<file path="config.mk">
export PLATFORM = sky130hd
export DESIGN_NAME = comparator_serial_flat
export DESIGN_NICKNAME = d
export VERILOG_FILES = /design/src/rtl/comparator_serial_if.sv /design/src/rtl/comparator_serial.sv /design/src/flat_wrapper.sv
export SDC_FILE = /design/constraint.sdc
export NUM_CORES = 1
export LEC_CHECK = 0
export CORE_MARGIN = 5
export CORE_UTILIZATION = 45
export CTS_CLUSTER_DIAMETER = 150
export DETAILED_ROUTE_END_ITERATION = 16
export DONT_BUFFER_PORTS = 1
export GPL_TIMING_DRIVEN = 0
export PLACE_DENSITY = 0.67
export SLEW_MARGIN = 5
export SYNTH_ARGS = -nofsm -noshare
export SYNTH_HDL_FRONTEND = slang
export SYNTH_SLANG_ARGS = --single-unit
</file>
<file path="constraint.sdc">
create_clock -name clk -period 1.8 [get_ports clk]
set_clock_uncertainty 0.15 [all_clocks]
set_input_delay 0 -clock clk [delete_from_list [all_inputs] [get_ports clk]]
set_output_delay 0 -clock clk [all_outputs]
set_load 0.05 [all_outputs]
</file>
<file path="src/rtl/comparator_serial_if.sv">
// rtl/comparator_serial_if.sv - request/result bundle for the bit-serial comparator
interface comparator_serial_if #(
  parameter int N = 4
);
  logic         start;
  logic         signed_mode;
  logic [N-1:0] x;
  logic [N-1:0] y;
  logic         busy;
  logic         done;
  logic         lt;
  logic         eq;
  logic         gt;

  modport master (
    output start, signed_mode, x, y,
    input  busy, done, lt, eq, gt
  );

  modport slave (
    input  start, signed_mode, x, y,
    output busy, done, lt, eq, gt
  );
endinterface

</file>
<file path="src/rtl/comparator_serial.sv">
// rtl/comparator_serial.sv - MSB-first bit-serial magnitude comparator, signed/unsigned
module comparator_serial #(
  parameter int N = 4
) (
  input logic                clk,
  input logic                rst,
  comparator_serial_if.slave bus
);
  localparam int IW = $clog2(N);
  localparam logic [IW-1:0] IDX_TOP = IW'(N - 1);

  typedef enum logic [1:0] {
    IDLE = 2'd0,
    SCAN = 2'd1,
    DONE = 2'd2
  } state_t;

  state_t         state;
  logic [IW-1:0]  idx;
  logic [N-1:0]   x_r;
  logic [N-1:0]   y_r;
  logic           sm_r;

  // Capture on start, walk bits from the MSB down, stop at the first difference or at bit 0.
  always_ff @(posedge clk) begin
    if (rst) begin
      state    <= IDLE;
      idx      <= IDX_TOP;
      x_r      <= '0;
      y_r      <= '0;
      sm_r     <= 1'b0;
      bus.busy <= 1'b0;
      bus.done <= 1'b0;
      bus.lt   <= 1'b0;
      bus.eq   <= 1'b0;
      bus.gt   <= 1'b0;
    end else begin
      case (state)
        IDLE: begin
          bus.done <= 1'b0;
          if (bus.start) begin
            x_r      <= bus.x;
            y_r      <= bus.y;
            sm_r     <= bus.signed_mode;
            idx      <= IDX_TOP;
            bus.lt   <= 1'b0;
            bus.eq   <= 1'b0;
            bus.gt   <= 1'b0;
            bus.busy <= 1'b1;
            state    <= SCAN;
          end
        end
        SCAN: begin
          if (x_r[idx] != y_r[idx]) begin
            // In two's complement a set sign bit means the smaller value.
            if (sm_r && (idx == IDX_TOP)) begin
              bus.lt <= x_r[idx];
              bus.gt <= ~x_r[idx];
            end else begin
              bus.lt <= ~x_r[idx];
              bus.gt <= x_r[idx];
            end
            bus.busy <= 1'b0;
            bus.done <= 1'b1;
            state    <= DONE;
          end else if (idx == '0) begin
            bus.eq   <= 1'b1;
            bus.busy <= 1'b0;
            bus.done <= 1'b1;
            state    <= DONE;
          end else begin
            idx <= idx - IW'(1);
          end
        end
        DONE: begin
          // Start is deliberately not sampled here; the next request waits for IDLE.
          bus.done <= 1'b0;
          state    <= IDLE;
        end
        default: begin
          bus.busy <= 1'b0;
          bus.done <= 1'b0;
          state    <= IDLE;
        end
      endcase
    end
  end
endmodule

</file>
<file path="src/flat_wrapper.sv">
// flat-port wrapper written by rule: the top's interface ports become plain ports
module comparator_serial_flat 
#(
  parameter int N = 4
)
  (clk, rst, bus_start, bus_signed_mode, bus_x, bus_y, bus_busy, bus_done, bus_lt, bus_eq, bus_gt);
  comparator_serial_if #(.N(N)) bus_i ();
  input logic clk;
  input logic rst;
  input wire logic [$bits(bus_i.start)-1:0] bus_start;
  input wire logic [$bits(bus_i.signed_mode)-1:0] bus_signed_mode;
  input wire logic [$bits(bus_i.x)-1:0] bus_x;
  input wire logic [$bits(bus_i.y)-1:0] bus_y;
  output wire logic [$bits(bus_i.busy)-1:0] bus_busy;
  output wire logic [$bits(bus_i.done)-1:0] bus_done;
  output wire logic [$bits(bus_i.lt)-1:0] bus_lt;
  output wire logic [$bits(bus_i.eq)-1:0] bus_eq;
  output wire logic [$bits(bus_i.gt)-1:0] bus_gt;
  assign bus_i.start = bus_start;
  assign bus_i.signed_mode = bus_signed_mode;
  assign bus_i.x = bus_x;
  assign bus_i.y = bus_y;
  assign bus_busy = bus_i.busy;
  assign bus_done = bus_i.done;
  assign bus_lt = bus_i.lt;
  assign bus_eq = bus_i.eq;
  assign bus_gt = bus_i.gt;
  comparator_serial #(.N(N)) u_core (.clk(clk), .rst(rst), .bus(bus_i));
endmodule
</file>
[Word-level counts from Yosys, hierarchy flattened]
Index checks and enable logic that the tools add are counted.
Storage, ports and cells
  register bits: 18
Cells by class
  reduce and logical (&&, ||, !) cells: 12
  equal/unequal tests: 10
  muxes and demuxes: 27
  bitwise operators: 3
  add/subtract/negate cells: 1
  magnitude comparators: 1
Operator list (number)
  $mux W1: 13
  $mux W2: 6
  $pmux W2 S2: 2
  $reduce_and A4 Y1: 2
  $ne A2 B2 Y1 const B: 3
  $pmux W1 S2: 3
  $reduce_and A3 Y1: 2
  $bmux W1 S2: 2
  $eq A2 B2 Y1 const B: 2
  $logic_not A2 Y1: 2
  $ne A2 B1 Y1 const B: 2
  $reduce_and A2 Y1: 2
  $reduce_bool A2 Y1: 2
  $lt A2 B3 Y1 const B: 1
  $ne A3 B1 Y1 const B: 1
  $not A1 Y1: 3
  $pmux W1 S3: 1
  $eq A2 B1 Y1 const B: 1
  $reduce_or A2 Y1: 1
  $sub A2 B1 Y2 const B: 1
  $logic_and A1 B1 Y1: 1
  $ne A1 B1 Y1: 1

[Longest topological paths before layout]
Gate-level depths: netlist of run 1.
  word-level depth: 6
  mapped depth: 5
  mapped depth without buffers: 5

[Worst setup path before layout of run 1]
No wires, ideal clock.
  path type: register to register
  start point: reg u_core.idx[1]
  end point: reg u_core.bus.lt
  clock period less this slack: 1684 ps
  path slack: 116 ps
  required time: 1580 ps
  stages on the path, launching flop included: 5
  data arrival time: 1463 ps
  library setup time: 70 ps
  buffers on the path: 0
  cells stage by stage: dfxtp_1 mux4_1 xnor2_1 or3_1 a21oi_1
On the way
  cells in the longest elaborated chain, start to end: 6
Ends and longest elaborated chain
  start, declared: line comparator_serial.sv:19  | logic [IW-1:0] idx;
  start signal, assigned: line comparator_serial.sv:72  | idx <= idx - IW'(1);
  $bmux W1 S2: line comparator_serial.sv:54, comparator_serial.sv:57, comparator_serial.sv:60
  $mux W1 (not written as such): line comparator_serial.sv:54, comparator_serial.sv:57, comparator_serial.sv:60
  $not A1 Y1: line comparator_serial.sv:60  | bus.lt <= ~x_r[idx];
  $mux W1: line comparator_serial.sv:56  | if (sm_r && (idx == IDX_TOP)) begin
  $mux W1: line comparator_serial.sv:54  | if (x_r[idx] != y_r[idx]) begin
  $pmux W1 S2: line comparator_serial.sv:38  | case (state)
  end signal, assigned: line comparator_serial.sv:57  | bus.lt <= x_r[idx];
  end signal, assigned: line comparator_serial.sv:60
  end, declared: line comparator_serial_if.sv:22  | output busy, done, lt, eq, gt
Several ways; a longest one is shown, not always the timed one. The select of a mux whose other input is x is not followed.
A chain may end at the register's enable or synchronous reset.

[Final worst setup path of run 1]
  start point: reg u_core.idx[0]
  end point: reg u_core.bus.lt
The elaborated chain is that of the path after synthesis.

==> summary.log, run 1 <==
[final_layout] most common cell after layout, fill and taps aside sky130_fd_sc_hd__nand2_1
[clocking] clock tree from TritonCTS done
[clocking] root buf cell sky130_fd_sc_hd__clkbuf_4
[route] number of detailed-route iterations in the first pass 3
[placement] pre-CTS setup slack 0.002208 ns
[critical_path] capture instance of the worst register-to-register path u_core.bus.lt
[placement] placed instance area 830.8 µm²
[synth] flip-flop and latch count after synthesis 18
[synth] Post-Syn Instances 90
[min_path] startpoint of the tightest hold check path bus_x[1]
[sta] unrepaired setup endpoints after global routing yes
[synth] count of synthesis-stage warnings from yosys 0
[die] Die Area 2720 µm²
[sta] Slew Viols, Final 0
[critical_path] class of the most critical setup path reg -> reg
[synth] Post-Synthesis Cell Area 799.5 µm²
[sta] Tmin final 1.712 ns
[power] Clock power frac 28.0%
[global_route] global route overflow 0
[route] count of antenna-violating nets left after detailed routing 0
[critical_path] Critical Path RT 1.87 ns
[power] leak pwr 0.0003749 µW
[route] average wire per standard cell 12.55 µm
[min_path] Worst Hold Path EP u_core.x_r[1]
[synth] number of synthesized flops with an enable pin 0
[die] starting density of the core 46.81%
[critical_path] kind of start point of the critical path flop
[global_route] vias in the first global route 621
[clocking] clk slew on worst S/H paths 0.11 ns
[power] P_int 625.1 µW
[critical_path] reg-to-reg startpoint u_core.idx[0]
[final_layout] relative area change from synthesis to final layout 22.38%
[sta] final-layout setup total negative slack 0 ns
[sta] headroom to the max-slew limit 64.30%
[route] total vias in the final route 662
[synth] post-synth cell types 25
[sta] maximum clock rate 584.1 MHz
[placement] Port Buffer Count 0
[die] die span in x 52.15 µm
[global_route] total global routing track utilization 13.11%
[clocking] # clock sinks 18
[global_route] wire length of the first global-routing pass 2635 µm
[global_route] M1 GR Usage 13.76%
[final_layout] fin nets 120
[sta] Final Setup Violations 0
[route] DRT iter0 DRCs 12
[placement] gpl congestion 0.7407
[power] Switching Share 28.50%
[final_layout] final cell utilization of the core 57.29%
[sta] worst-case setup margin in the final layout 0.08803 ns
[min_path] worst hold path depth 3
[die] Die Span Y 52.15 µm
[flow_run] maxcap violations 0
[critical_path] peak fanout along the critical path 7
[die] Ports 17
[critical_path] Reg2Reg Depth 4
[final_layout] antenna cells 0
[global_route] global routing usage on met2 25.31%
[power] Switch Pwr 249.1 µW
[clocking] worst-skew pair later-pin latency 0.29 ns
[final_layout] post-route design area 978.4 µm²
[synth] nets in the synthesized netlist 104
[min_path] path class of the lowest-slack min-delay path in -> reg
[synth] Mapped Avg Cell Area 8.884 µm²
[global_route] initial antenna violation count 0
[critical_path] CP endpoint kind flop
[route] overall routed net length 1632 µm
[synth] dominant synthesized flop cell sky130_fd_sc_hd__dfxtp_1
[global_route] pin count of the biggest net entering global routing 11
[power] highest ir drop seen on vdd 0.4950 mV
[die] floorplan row count 15
[critical_path] reg-to-reg slack, setup 0.09 ns
[power] combinational share of power 17.4%
[clocking] CTS buffer count 3
[placement] hpwl dp 1085 µm
[clocking] H-tree levels 1
[global_route] met3 routing resource usage after global routing 3.152%
[final_layout] share of layout cells above drive strength 1 10.48%
[clocking] Clock Path Buffers 2
[sta] final-report hold violation count 0
[die] floorplan core area 1708 µm²
[global_route] highest-utilization routing layer at the global route stage met2
[final_layout] number of fill cells 158
[synth] Async S/R FF share, synth 0%
[synth] proportion of synthesized chip area in sequential cells 45.07%
[critical_path] critical path arrival 1.78 ns
[sta] final critical-path share of the clock period 95.11%
[route] # DRC 0
[power] power density of the placed cells 893.5 nW/µm²
[final_layout] leading cell types in the layout, fill and taps excluded sky130_fd_sc_hd__nand2_1, sky130_fd_sc_hd__dfxtp_1, sky130_fd_sc_hd__a21oi_1, sky130_fd_sc_hd__dlygate4sd3_1, sky130_fd_sc_hd__xnor2_1
[outcome] run status finished clean
[power] part of the total power dissipated in sequential elements 54.6%
[route] via-per-instance ratio 5.092
[sta] slew at the pin closest to its max-slew limit 0.5348 ns
## sequential cells by signal (all words and copies together), names as in the netlist
register / flops
u_core.x_r: 4
u_core.y_r: 4
u_core.idx: 2
u_core.state: 2
u_core.bus.busy: 1
u_core.bus.done: 1
u_core.bus.eq: 1
u_core.bus.gt: 1
u_core.bus.lt: 1
u_core.sm_r: 1
## cells in the mapped netlist, types with 2 or more instances
cell type,number,area share [%]
sky130_fd_sc_hd__xnor2_1,5,5.5
sky130_fd_sc_hd__a21oi_1,12,7.5
sky130_fd_sc_hd__ha_1,2,3.1
sky130_fd_sc_hd__nor3b_1,2,1.9
sky130_fd_sc_hd__mux2i_1,2,2.5
sky130_fd_sc_hd__nand2b_1,2,1.6
sky130_fd_sc_hd__clkbuf_1,4,1.9
sky130_fd_sc_hd__nor2_1,3,1.4
sky130_fd_sc_hd__nand3b_1,2,1.9
sky130_fd_sc_hd__nor3_1,3,1.9
sky130_fd_sc_hd__dfxtp_1,18,45
sky130_fd_sc_hd__inv_1,3,1.4
sky130_fd_sc_hd__nand2_1,20,9.4
## kinds of logic (layout without fill, tap and decap cells)
logic type / after synthesis / in the layout / synth area share, %
flip-flops: 18 / 18 / 45.07
buffers and inverters: 7 / 22 / 3.286
XOR/XNOR: 5 / 5 / 5.477
adder cells (fa/ha/maj): 2 / 2 / 3.129
AND/OR/NAND/NOR: 36 / 36 / 21.28
AO/OA/AOI/OAI: 18 / 18 / 13.15
multiplexers: 4 / 4 / 8.608
## power groups by stage
stage | Sequential [µW] | Clock, µW | Combinational [µW]
floorplan | 478 | 0 | 106
detailed placement | 484 | 0 | 129
global route | 481 | 268 | 171
global placement | 483 | 0 | 126
finish | 477 | 245 | 152
CTS | 475 | 250 | 150
## area by class of cell
cell class	instances	area, µm²	share of cell area (%)
Clock buffer	4	36.28	3.708
Sequential cell	18	364.1	37.21
Timing Repair Buffer	11	110.1	11.25
Buffer	4	16.27	1.662
Tap cell	25	31.28	3.197
Inverter	3	11.26	1.151
Multi-Input combinational cell	65	409.1	41.82
## layer usage
layer | up-vias | wire [µm]
li1 | 335 | -
met1 | 313 | 675
met2 | 12 | 856
met3 | 2 | 88
met4 | 0 | 12
met5 | - | 0
## worst max path at each step
stage	from	cells past startpoint	to	slack, ns
floorplan	u_core.idx[1]	4	u_core.bus.lt	0.12
global placement	u_core.idx[1]	4	u_core.bus.lt	0.04
detailed placement	u_core.idx[1]	4	u_core.bus.lt	0.002
CTS	u_core.idx[0]	4	u_core.bus.lt	0.008
global route	u_core.idx[0]	4	u_core.bus.lt	-0.02
finish	u_core.idx[0]	4	u_core.bus.lt	0.09
## repair_timing
item,4_1_cts,5_1_grt
setup buffers,0,0
endpoints found under the setup margin,1,9
gates resized for setup,1,6
hold buffers,11,0
endpoints found under the hold margin,14,0
## critical path: stages (launching register included)
cell and delay (ns):
sky130_fd_sc_hd__dfxtp_2 0.36, sky130_fd_sc_hd__inv_2 0.08, sky130_fd_sc_hd__mux4_2 0.57, sky130_fd_sc_hd__or3_1 0.37
sky130_fd_sc_hd__a21oi_1 0.12
## per-stage QoR
stage               hold slack, ns  power, µW  cells
detailed placement       -0.006416      613.1    115
global placement          -0.01063      609.1    115
CTS                         0.2291      874.7    130
finish                      0.2341      874.2    130
global route                0.2428      920.1    130
floorplan                 -0.01404      584.7     90
(Power assumes the default switching activity.)
==> inputs of run 2 (changes only) <==
--- a/config.mk
+++ b/config.mk
@@ -6,12 +6,12 @@
 export NUM_CORES = 1
 export LEC_CHECK = 0
 export CORE_MARGIN = 5
-export CORE_UTILIZATION = 45
+export CORE_UTILIZATION = 53
 export CTS_CLUSTER_DIAMETER = 150
 export DETAILED_ROUTE_END_ITERATION = 16
 export DONT_BUFFER_PORTS = 1
 export GPL_TIMING_DRIVEN = 0
-export PLACE_DENSITY = 0.67
+export PLACE_DENSITY = 0.76
 export SLEW_MARGIN = 5
 export SYNTH_ARGS = -nofsm -noshare
 export SYNTH_HDL_FRONTEND = slang
==> summary.log, run 2 (same netlist as run 1, synthesis figures left out) <==
[clocking] clk slew on worst S/H paths 0.10 ns
[critical_path] CP endpoint kind flop
[placement] hpwl dp 1159 µm
[sta] maximum clock rate 581.4 MHz
[die] floorplan row count 14
[placement] Placed Instances 106
[sta] Slew Viols, Final 0
[global_route] pin count of the biggest net entering global routing 11
[critical_path] kind of start point of the critical path flop
[final_layout] Seq. cell area 364.1 µm²
[sta] final-layout setup total negative slack 0 ns
[critical_path] critical path arrival 1.80 ns
[sta] Final Setup Violations 0
[final_layout] relative area change from synthesis to final layout 22.38%
[critical_path] Setup crit start u_core.idx[0]
[final_layout] antenna cells 0
[critical_path] class of the most critical setup path reg -> reg
[clocking] Clock Path Buffers 2
[route] # DRC 0
[critical_path] capturing instance or port of the critical path u_core.bus.lt
[power] Switching Share 28.85%
[route] overall routed net length 1614 µm
[sta] slew at the pin closest to its max-slew limit 0.5452 ns
[critical_path] Critical Path RT 1.88 ns
[global_route] total global routing track utilization 14.70%
[sta] Tmin final 1.720 ns
[power] P_int 627.8 µW
[final_layout] most common cell after layout, fill and taps aside sky130_fd_sc_hd__nand2_1
[die] starting density of the core 54.34%
[power] combinational share of power 17.8%
[flow_run] maxcap violations 0
[clocking] worst-skew pair later-pin latency 0.29 ns
[critical_path] peak fanout along the critical path 6
[route] average wire per standard cell 13.23 µm
[power] total power draw 882.3 µW
[global_route] global route overflow 0
[sta] final critical-path share of the clock period 95.56%
[sta] final-report hold violation count 0
[power] highest ir drop seen on vdd 0.6709 mV
[die] Die Area 2385 µm²
[placement] gpl congestion 0.7723
[route] number of detailed-route iterations in the first pass 3
[critical_path] Reg2Reg Depth 4
[sta] Hold Slack 0.2305 ns
[route] total vias in the final route 660
[clocking] # clock sinks 18
[critical_path] capture instance of the worst register-to-register path u_core.bus.lt
[min_path] path class of the lowest-slack min-delay path in -> reg
[final_layout] area of the multi-input gates 414.1 µm²
[die] die span in x 48.84 µm
[route] via-per-instance ratio 5.410
[critical_path] reg-to-reg slack, setup 0.08 ns
[sta] headroom to the max-slew limit 63.61%
[final_layout] leading cell types in the layout, fill and taps excluded sky130_fd_sc_hd__nand2_1, sky130_fd_sc_hd__dfxtp_1, sky130_fd_sc_hd__a21oi_1, sky130_fd_sc_hd__dlygate4sd3_1, sky130_fd_sc_hd__xnor2_1
[final_layout] fin nets 121
[die] floorplan core area 1471 µm²
[power] Clock power frac 28.2%
[clocking] CTS buffer count 3
[final_layout] number of fill cells 133
[sta] unrepaired setup endpoints after global routing no
[route] count of antenna-violating nets left after detailed routing 0
[global_route] vias in the first global route 622
[clocking] clock tree from TritonCTS done
[critical_path] reg-to-reg startpoint u_core.idx[0]
[power] power density of the placed cells 901.7 nW/µm²
[power] leak pwr 0.0003796 µW
[global_route] initial antenna violation count 0
[power] part of the total power dissipated in sequential elements 54.0%
[final_layout] share of layout cells above drive strength 1 9.434%
[power] Switch Pwr 254.5 µW
[route] DRT iter0 DRCs 4
[final_layout] biggest regs u_core.x_r (4), u_core.y_r (4)
[clocking] root buf cell sky130_fd_sc_hd__clkbuf_4
[placement] Port Buffer Count 0
[global_route] wire length of the first global-routing pass 2732 µm
[outcome] run status finished clean
[clocking] H-tree levels 1
[die] Die Span Y 48.84 µm
[die] Ports 17
[final_layout] final cell count without fillers 122
-- run 2: cell count changes in the layout (fill, tap and decap cells not counted), sizes merged --
| cell | delta |
|---|---|
| buf | +1 |
-- run 2: worst max-delay path, cell delays in order, from the launching register on --
cell	delay, ns
sky130_fd_sc_hd__dfxtp_1	0.37
sky130_fd_sc_hd__inv_2	0.09
sky130_fd_sc_hd__mux4_2	0.57
sky130_fd_sc_hd__or3_1	0.36
sky130_fd_sc_hd__a21oi_1	0.11
-- run 2: metrics by stage --
step,utilization [%],setup slack (ns),cell area (µm²)
after detailed placement,55.70,0.01507,819.5
after global routing,66.50,0.01890,978.4
after floorplan,-,0.1161,799.5
after CTS,65.73,0.04087,967.2
after global placement,55.70,0.03080,819.5
final,66.50,0.08000,978.4
-- run 2: final cells by class --
type                    count  area share (%)
plain buffers               4           1.535
multi-input cells          65           42.33
well taps                  16           2.046
inverters                   3           1.151
repair buffers             12           12.02
flip-flops and latches     18           37.21
clock buffers               4           3.708
-- run 2: power by group through the flow --
stage | sequential, µW | clock (µW) | combinational [µW]
floorplan | 478 | 0 | 106
global placement | 483 | 0 | 125
detailed placement | 485 | 0 | 129
CTS | 476 | 258 | 149
global route | 480 | 283 | 175
finish | 476 | 249 | 157
-- run 2: repair_timing --
action | in CTS | in global routing
hold buffers | 11 | 0
buffers inserted | 0 | 1
gates resized for setup | 1 | 4
endpoints found under the hold margin | 14 | 0
setup endpoints to repair | 1 | 10
-- run 2: how the worst min path moves through the flow --
| stage | startpoint | endpoint | cells after the start |
|---|---|---|---|
| 2_1_floorplan | bus_signed_mode | u_core.sm_r | 2 |
| 3_3_place_gp | bus_x[2] | u_core.x_r[2] | 2 |
| 3_5_place_dp | bus_x[2] | u_core.x_r[2] | 2 |
| 4_1_cts | bus_x[2] | u_core.x_r[2] | 3 |
| 5_1_grt | bus_y[1] | u_core.y_r[1] | 3 |
| 6_report | bus_y[0] | u_core.y_r[0] | 3 |
-- run 2: per-layer routing --
| metal | GRT usage (%) | routed length, µm | part of all wire, % |
|---|---|---|---|
| met3 | 4.281 | 72 | 4.5 |
| met5 | 0 | 0 | 0 |
| met4 | 9.417 | 34 | 2.1 |
| met1 | 16.92 | 702 | 43 |
| met2 | 23.48 | 805 | 50 |
==> inputs of run 3 (changes only) <==
--- a/config.mk
+++ b/config.mk
@@ -6,12 +6,12 @@
 export NUM_CORES = 1
 export LEC_CHECK = 0
 export CORE_MARGIN = 5
-export CORE_UTILIZATION = 53
+export CORE_UTILIZATION = 40
 export CTS_CLUSTER_DIAMETER = 150
 export DETAILED_ROUTE_END_ITERATION = 16
 export DONT_BUFFER_PORTS = 1
 export GPL_TIMING_DRIVEN = 0
-export PLACE_DENSITY = 0.76
+export PLACE_DENSITY = 0.61
 export SLEW_MARGIN = 5
 export SYNTH_ARGS = -nofsm -noshare
 export SYNTH_HDL_FRONTEND = slang
==> summary.log, run 3 (same netlist as run 1, synthesis figures left out) <==
[clocking] Clock Path Buffers 2
[placement] Port Buffer Count 0
[power] highest ir drop seen on vdd 0.5528 mV
[route] DRT iter0 DRCs 2
[clocking] root buf cell sky130_fd_sc_hd__clkbuf_4
[final_layout] most common cell after layout, fill and taps aside sky130_fd_sc_hd__nand2_1
[critical_path] kind of start point of the critical path flop
[power] Clock power frac 23.2%
[critical_path] class of the most critical setup path reg -> reg
[final_layout] number of fill cells 200
[clocking] clock tree from TritonCTS done
[sta] headroom to the max-slew limit 64.73%
[power] leak pwr 0.0003796 µW
[global_route] initial antenna violation count 0
[sta] final-layout setup total negative slack 0 ns
[die] floorplan core area 1942 µm²
[clocking] CTS buffer count 3
[power] power density of the placed cells 838.8 nW/µm²
[critical_path] slowest cell on the critical path sky130_fd_sc_hd__mux4_1
[global_route] pin count of the biggest net entering global routing 11
[sta] slew at the pin closest to its max-slew limit 0.5283 ns
[final_layout] antenna cells 0
[flow_run] maxcap violations 0
[die] die span in x 54.71 µm
[route] average wire per standard cell 11.52 µm
[sta] Slew Viols, Final 0
[critical_path] critical path arrival 1.82 ns
[final_layout] share of layout cells above drive strength 1 7.619%
[route] via-per-instance ratio 4.826
[clocking] clk slew on worst S/H paths 0.10 ns
[global_route] wire length of the first global-routing pass 2408 µm
[die] floorplan row count 16
[critical_path] Top Family by Delay on Critical Path multiplexers
[power] combinational share of power 18.8%
[sta] maximum clock rate 569.6 MHz
[global_route] vias in the first global route 575
[final_layout] final cell count without fillers 132
[power] part of the total power dissipated in sequential elements 58.0%
[placement] hpwl dp 1117 µm
[final_layout] biggest regs u_core.x_r (4), u_core.y_r (4)
[sta] Tmin final 1.756 ns
[sta] final-report hold violation count 0
[final_layout] fin nets 121
[clocking] H-tree levels 1
[route] count of antenna-violating nets left after detailed routing 0
[route] overall routed net length 1520 µm
[die] starting density of the core 41.17%
[route] total vias in the final route 637
[final_layout] Seq. cell area 361.6 µm²
[critical_path] CP endpoint kind flop
[die] Ports 17
[route] # DRC 0
[min_path] path class of the lowest-slack min-delay path in -> reg
[clocking] worst-skew pair later-pin latency 0.28 ns
[final_layout] relative area change from synthesis to final layout 22.07%
[critical_path] Buf/Inv on CP 0
[critical_path] cells traversed along the worst timing path mux4_1 -> xnor2_1 -> or3_1 -> a21oi_1
[final_layout] leading cell types in the layout, fill and taps excluded sky130_fd_sc_hd__nand2_1, sky130_fd_sc_hd__dfxtp_1, sky130_fd_sc_hd__a21oi_1, sky130_fd_sc_hd__dlygate4sd3_1, sky130_fd_sc_hd__xnor2_1
[power] Switching Share 28.88%
[placement] Placed Instances 117
[route] number of detailed-route iterations in the first pass 3
[clocking] # clock sinks 18
[power] P_int 582.3 µW
[global_route] global route overflow 0
[critical_path] CP peak stage delay 0.57 ns
[die] Die Area 2993 µm²
[die] Die Span Y 54.71 µm
[critical_path] peak fanout along the critical path 4
[final_layout] area of the multi-input gates 412.9 µm²
[global_route] total global routing track utilization 11.58%
[sta] Final Setup Violations 0
[sta] final critical-path share of the clock period 97.53%
[sta] unrepaired setup endpoints after global routing no
[outcome] run status finished clean
[power] Switch Pwr 236.4 µW
[placement] gpl congestion 0.7245
[critical_path] Critical Path RT 1.86 ns
## run 3: power groups by stage
stage | combinational, µW | clock (µW) | sequential [µW]
after floorplan | 106 | 0 | 478
after global placement | 127 | 0 | 483
after detailed placement | 128 | 0 | 485
after CTS | 148 | 197 | 475
after global routing | 174 | 208 | 479
final | 154 | 190 | 475
## run 3: worst paths after layout
kind	from	end	slack (ns)	cells past startpoint
worst max-delay path	u_core.idx[1]	u_core.bus.lt	0.04	4
worst min-delay path	bus_y[0]	u_core.y_r[0]	0.24	3
worst max register to register	u_core.idx[1]	u_core.bus.lt	0.04	4
worst min register to register	u_core.sm_r	u_core.sm_r	0.32	2
## run 3: worst reg2reg max path: cells and delay by family (launching register included)
| kind | cells | cell delay [ns] |
|---|---|---|
| compound gates | 1 | 0.12 |
| xor+xnor | 1 | 0.16 |
| flops | 1 | 0.38 |
| mux | 1 | 0.58 |
| simple gates | 1 | 0.31 |
## run 3: layout make-up
| type | count | share of cell area, % |
|---|---|---|
| multi-input combinational | 65 | 42.31 |
| sequential | 18 | 37.05 |
| timing repair buffer | 12 | 12.05 |
| tap | 27 | 3.462 |
| clock buffer | 3 | 2.308 |
| buffer | 4 | 1.667 |
| inverter | 3 | 1.154 |
## run 3: metrics by stage
step	cell area, µm²	util (%)	hold slack [ns]	power (µW)	setup slack [ns]
after detailed placement	833.3	42.91	-0.004405	612.4	0.01639
after global routing	975.9	50.26	0.2482	860.7	0.005877
final	975.9	50.26	0.2407	818.6	0.04448
after floorplan	799.5	-	-0.01404	584.7	0.1161
after CTS	967.2	49.81	0.2363	820.1	0.04088
after global placement	833.3	42.91	-0.01075	610.7	0.01607
## run 3: routing by layer
| layer | track usage, % | share of wire, % | up-vias |
|---|---|---|---|
| li1 | - | - | 341 |
| met1 | 12.21 | 45 | 285 |
| met2 | 19.69 | 49 | 9 |
| met3 | 2.997 | 4.5 | 2 |
| met4 | 8.299 | 1.6 | 0 |
| met5 | 0 | 0 | - |
## run 3: timing repair
action	in CTS	in global routing
setup endpoints to repair	1	6
endpoints found under the hold margin	14	0
hold buffers	11	0
resized for setup	1	3
pin swaps	0	0
setup buffers	0	1
